### src/rtl/tcpc_tx.sv
// USB-PD TCPC protocol-layer transmit engine: waits for an idle CC line, streams
// the TX buffer to the PHY, waits for GoodCRC with retries, and reports the outcome
// through the TCPCI ALERT bits (4 TransmitFailed, 5 TransmitDiscarded, 6 TransmitSuccessful).
module tcpc_tx #(
    parameter int unsigned CRC_TIMEOUT = 16,
    parameter int unsigned CNT_W       = 5
) (
    input  logic        CLK,
    input  logic        reset,
    input  logic        Start,
    input  logic        iTX_REQ,
    input  logic [7:0]  iTRANSMIT,
    input  logic [7:0]  iTX_BYTE_COUNT,
    input  logic [7:0]  iTX_DATA,
    input  logic        iPHY_ACK,
    input  logic        CC_Busy,
    input  logic        GoodCRC_Received,
    input  logic        Rx_Message_Discard,
    input  logic [15:0] iALERT_CLEAR,
    output logic [7:0]  oDIR_READ,
    output logic [7:0]  oDATA_to_PHY,
    output logic        oDATA_VALID,
    output logic        oRESET_to_PHY,
    output logic        oTx_State_Machine_ACTIVE,
    output logic [15:0] oALERT
);

    localparam int unsigned ALERT_FAILED    = 4;
    localparam int unsigned ALERT_DISCARDED = 5;
    localparam int unsigned ALERT_SUCCESS   = 6;

    typedef enum logic [3:0] {
        S_IDLE,
        S_SEND_RESET,
        S_WAIT_CC,
        S_SEND,
        S_WAIT_CRC,
        S_RETRY,
        S_SUCCESS,
        S_FAILED,
        S_DISCARDED
    } state_t;

    state_t            state_q, state_d;
    logic [1:0]        limit_q, limit_d;
    logic [1:0]        retry_q, retry_d;
    logic [7:0]        count_q, count_d;
    logic [7:0]        idx_q, idx_d;
    logic [CNT_W-1:0]  timer_q, timer_d;
    logic [15:0]       alert_q, alert_d;
    logic              valid_q, rst_phy_q, active_q;
    logic              unused_transmit;

    // Frame-type bits 3 and 7:6 carry no meaning for the transmit engine.
    assign unused_transmit = ^{iTRANSMIT[7:6], iTRANSMIT[3]};

    // Next-state, counters and alert update.
    always_comb begin
        state_d = state_q;
        limit_d = limit_q;
        retry_d = retry_q;
        count_d = count_q;
        idx_d   = '0;
        timer_d = timer_q;
        alert_d = alert_q & ~iALERT_CLEAR;

        case (state_q)
            S_IDLE: begin
                retry_d = '0;
                timer_d = '0;
                if (iTX_REQ && Start) begin
                    limit_d = iTRANSMIT[5:4];
                    count_d = iTX_BYTE_COUNT;
                    if (iTRANSMIT[2:0] == 3'b101 || iTRANSMIT[2:0] == 3'b110) begin
                        state_d = S_SEND_RESET;
                    end else if (iTRANSMIT[2:0] == 3'b111 || iTX_BYTE_COUNT == 8'd0) begin
                        state_d = S_FAILED;
                    end else begin
                        state_d = S_WAIT_CC;
                    end
                end
            end
            S_SEND_RESET: state_d = S_SUCCESS;
            S_WAIT_CC: begin
                if (Rx_Message_Discard) begin
                    state_d = S_DISCARDED;
                end else if (!CC_Busy) begin
                    state_d = S_SEND;
                end
            end
            S_SEND: begin
                idx_d = idx_q;
                if (Rx_Message_Discard) begin
                    state_d = S_DISCARDED;
                    idx_d   = '0;
                end else if (iPHY_ACK) begin
                    if (idx_q == count_q - 8'd1) begin
                        state_d = S_WAIT_CRC;
                        idx_d   = '0;
                        timer_d = '0;
                    end else begin
                        idx_d = idx_q + 8'd1;
                    end
                end
            end
            S_WAIT_CRC: begin
                // A GoodCRC arriving on the timeout cycle still counts as success.
                if (GoodCRC_Received) begin
                    state_d = S_SUCCESS;
                end else if (timer_q == CNT_W'(CRC_TIMEOUT - 1)) begin
                    state_d = S_RETRY;
                end else begin
                    timer_d = timer_q + CNT_W'(1);
                end
            end
            S_RETRY: begin
                if (Rx_Message_Discard) begin
                    state_d = S_DISCARDED;
                end else if (retry_q < limit_q) begin
                    retry_d = retry_q + 2'd1;
                    state_d = S_WAIT_CC;
                end else begin
                    state_d = S_FAILED;
                end
            end
            S_SUCCESS, S_FAILED, S_DISCARDED: begin
                retry_d = '0;
                state_d = S_IDLE;
            end
            default: state_d = S_IDLE;
        endcase

        // Outcome bits are set on entry to the one-cycle result states; set beats clear.
        if (state_d == S_SUCCESS   && state_q != S_SUCCESS)   alert_d[ALERT_SUCCESS]   = 1'b1;
        if (state_d == S_FAILED    && state_q != S_FAILED)    alert_d[ALERT_FAILED]    = 1'b1;
        if (state_d == S_DISCARDED && state_q != S_DISCARDED) alert_d[ALERT_DISCARDED] = 1'b1;
        alert_d[15:7] = '0;
        alert_d[3:0]  = '0;
    end

    // State, datapath and output registers.
    always_ff @(posedge CLK) begin
        if (reset) begin
            state_q   <= S_IDLE;
            limit_q   <= '0;
            retry_q   <= '0;
            count_q   <= '0;
            idx_q     <= '0;
            timer_q   <= '0;
            alert_q   <= '0;
            valid_q   <= 1'b0;
            rst_phy_q <= 1'b0;
            active_q  <= 1'b0;
        end else begin
            state_q   <= state_d;
            limit_q   <= limit_d;
            retry_q   <= retry_d;
            count_q   <= count_d;
            idx_q     <= idx_d;
            timer_q   <= timer_d;
            alert_q   <= alert_d;
            valid_q   <= (state_d == S_SEND);
            rst_phy_q <= (state_d == S_SEND_RESET);
            active_q  <= (state_d != S_IDLE);
        end
    end

    // Buffer read data flows straight to the PHY so byte and address stay aligned.
    assign oDATA_to_PHY             = valid_q ? iTX_DATA : 8'd0;
    assign oDIR_READ                = idx_q;
    assign oDATA_VALID              = valid_q;
    assign oRESET_to_PHY            = rst_phy_q;
    assign oTx_State_Machine_ACTIVE = active_q;
    assign oALERT                   = alert_q;

endmodule
### config.mk
export PLATFORM = sky130hd
export DESIGN_NAME = tcpc_tx
export DESIGN_NICKNAME = d
export VERILOG_FILES = /design/src/rtl/tcpc_tx.sv
export SDC_FILE = /design/constraint.sdc
export NUM_CORES = 1
export LEC_CHECK = 0
export CAP_MARGIN = 40
export CORE_ASPECT_RATIO = 0.75
export CORE_MARGIN = 2
export CORE_UTILIZATION = 35
export DETAILED_ROUTE_END_ITERATION = 6
export PLACE_DENSITY = 0.74
export SYNTH_ARGS = -nofsm -noshare
export SYNTH_HDL_FRONTEND = slang
export SYNTH_SLANG_ARGS = --single-unit
### constraint.sdc
create_clock -name CLK -period 2.9 [get_ports CLK]
set_clock_uncertainty 0.1 [all_clocks]
set_input_delay 0.58 -clock CLK [delete_from_list [all_inputs] [get_ports CLK]]
set_output_delay 0.58 -clock CLK [all_outputs]
set_load 0.02 [all_outputs]
==> metrics.cfg <==
[final_layout]
fin_nets = 375
antenna_cells = 0
final_cell_mix = 53 x clkdlybuf4s50_1, 39 x nand2_1, 35 x dfxtp_1, 22 x nor2_1, 20 x a21oi_1
finish.utilization = 0.481
areaGrowthSynthToFinish_pct = 32.6
fillCellCount = 572
multi_input_area_mm2 = 0.00127
drive_above_1_share = 0.0960
seqCellArea_um2 = 701
mostFrequentLayoutCell = clkdlybuf4s50_1
fin_area_mm2 = 0.00280

[grt]
track_usage = 0.161
grt_max_degree = 13
grt_pass1_vias = 1863
antenna_found_initial = 0
grt_remaining_overflow = 0
grt_pass1_wl_mm = 8.54

[synthesis]
synth.area.top_cells = dfxtp_1 33%, nand2_1 6.9%, xor2_1 5.0%
synthesis.instances = 265
synth-edff-count = 0
ys_ff_latch = 35
synth.distinct_cells = 51
synth_area_mm2 = 0.00211
synth_area_per_cell_um2 = 7.97
synth_top_area_cell = dfxtp_1
async_flop_share = 0
yosys.area.top_type_share = 0.332
yosys_warnings = 0
synth_ff_type = dfxtp_1
synth-seq-area-share = 0.332

[placed_design]
place_area_mm2 = 0.00270
post-dp-hpwl_mm = 4.04
numPortBuffers = 53
gp_congestion = 0.943

[timing]
maxSlewHeadroom = 0.645
setup_tns_ns = 0
rsz0062_at_grt = false
slew_viol_final = 0
tightest_slew_ns = 0.529
fin_crit_ns = 2.53
period_share = 0.871
final_hold_viol_count = 0
setup_viol = 0
fmax_mhz = 396

[detailed_routing]
drtIter0Drc = 120
vias = 2015
wl_per_cell_um = 13.2
drc = 0
dr.pass1.iters = 4
postRouteWirelength_mm = 5.28
ant_nets = 0
via_per_inst = 5.02

[clock_tree]
clockBufferDepth = 2
clk_latency_ns = 0.28
tritoncts = built
cts_max_level = 2
numCtsBuffers = 5
clkSlewWorstSetupHoldPaths_ns = 0.07
postCtsSetupBuffers = 0
ctsHoldBuffers = 0
cts_sinks = 35
cts_resized = 0
cts_root_buf = clkbuf_8

[floorplanning]
die_x_um = 93.7
core-area_mm2 = 0.00583
die_y_um = 71.3
placementRows = 24
io_pins = 83
start_util = 0.363
die_area_mm2 = 0.00668

[setup_path]
endpoint_kind = flip-flop
critPathArrivalTime_ns = 2.61
cp.required_ns = 2.98
slowest_delay_ns = 0.46
path_cells = clkdlybuf4s50_1, nor4b_1, buf_4, nand3_1, a2111oi_2, o211ai_2, and2_1, o41ai_2
startpoint_type = primary input
worstSetupPathType = in -> reg
path_max_fanout = 5
cpMaxStageDelayCell = clkdlybuf4s50_1

[pwr]
p_leak_uw = 0.00105
p_int_uw = 833
p_sw_frac = 0.281
pwr-share-seq = 0.450
ir_drop_v = 0.000213
p_per_area_mw_per_mm2 = 414
clockPowerShare = 0.335
p_comb_frac = 0.214
p_switching_uw = 326

[job]
drv_cap = 0

[outcome]
status = completed

[hold_path]
hp-class = reg -> reg

## through the flow
step,setup WS (ns),hold WS (ns),std cells,total power (uW)
floorplan,0.705,0.336,277,703
global placement,0.157,0.345,393,773
detailed placement,0.108,0.364,393,779
CTS,0.388,0.375,401,1170
global route,0.300,0.390,401,1220
finish,0.374,0.373,401,1160
## layer usage
layer	part of all wire	global-route usage
met3	0.10	0.0494
met1	0.46	0.223
met5	0	0
met4	0.0085	0.0580
met2	0.43	0.237
## final cells by class
cell class | count | area share
Multi-Input combinational cell | 209 | 0.455
Inverter | 10 | 0.0134
Timing Repair Buffer | 61 | 0.211
Clock buffer | 8 | 0.0357
Tap cell | 78 | 0.0349
Sequential cell | 35 | 0.250
## worst max-delay path: cells and delay by family
| family | cells | cell delay [ns] |
|---|---|---|
| buffers and inverters | 2 | 0.64 |
| AOI/OAI and AO/OA | 3 | 0.75 |
| and+or+nand+nor | 3 | 0.63 |
## power by group through the flow
stage	combinational (uW)	clock [uW]	sequential [uW]
final	248	388	522
after global routing	274	418	525
after CTS	248	399	522
after detailed placement	246	0	533
after global placement	241	0	532
after floorplan	175	0	528
## cells by family (layout without fill, tap and decap cells)
kind of cell,after synthesis,in the layout,synth area share
and+or+nand+nor,120,120,0.294
AOI/OAI and AO/OA,53,53,0.182
DFF,35,35,0.332
buffers and inverters,33,79,0.0865
xor gates and xnor gates,18,18,0.0746
adders and majority gates,5,5,0.0296
other,1,13,0.00178
## flip-flops by register name, summed over array words and instances (netlist names)
register / count
count_q: 8
limit_q: 2
oALERT: 3
oDATA_VALID: 1
oDIR_READ: 8
oRESET_to_PHY: 1
oTx_State_Machine_ACTIVE: 1
retry_q: 2
state_q: 4
timer_q: 5
## worst paths after layout
check | slack (ns) | end | cells past startpoint | start
hold reg to reg | 0.37 | limit_q[1] | 2 | limit_q[1]
hold / removal | 0.37 | limit_q[1] | 2 | limit_q[1]
setup reg to reg | 0.51 | oDATA_VALID | 6 | state_q[0]
setup / recovery | 0.37 | oALERT[6] | 8 | Rx_Message_Discard
## Yosys cell counts, types with 5 or more instances
library cell,n
a21oi_1,20
and2_1,9
and3_1,5
buf_4,13
clkbuf_1,6
dfxtp_1,35
ha_1,5
inv_1,10
nand2_1,39
nand4_1,7
nor2_1,22
nor3_1,10
xnor2_1,6
xor2_1,12
(Power assumes the default switching activity.)
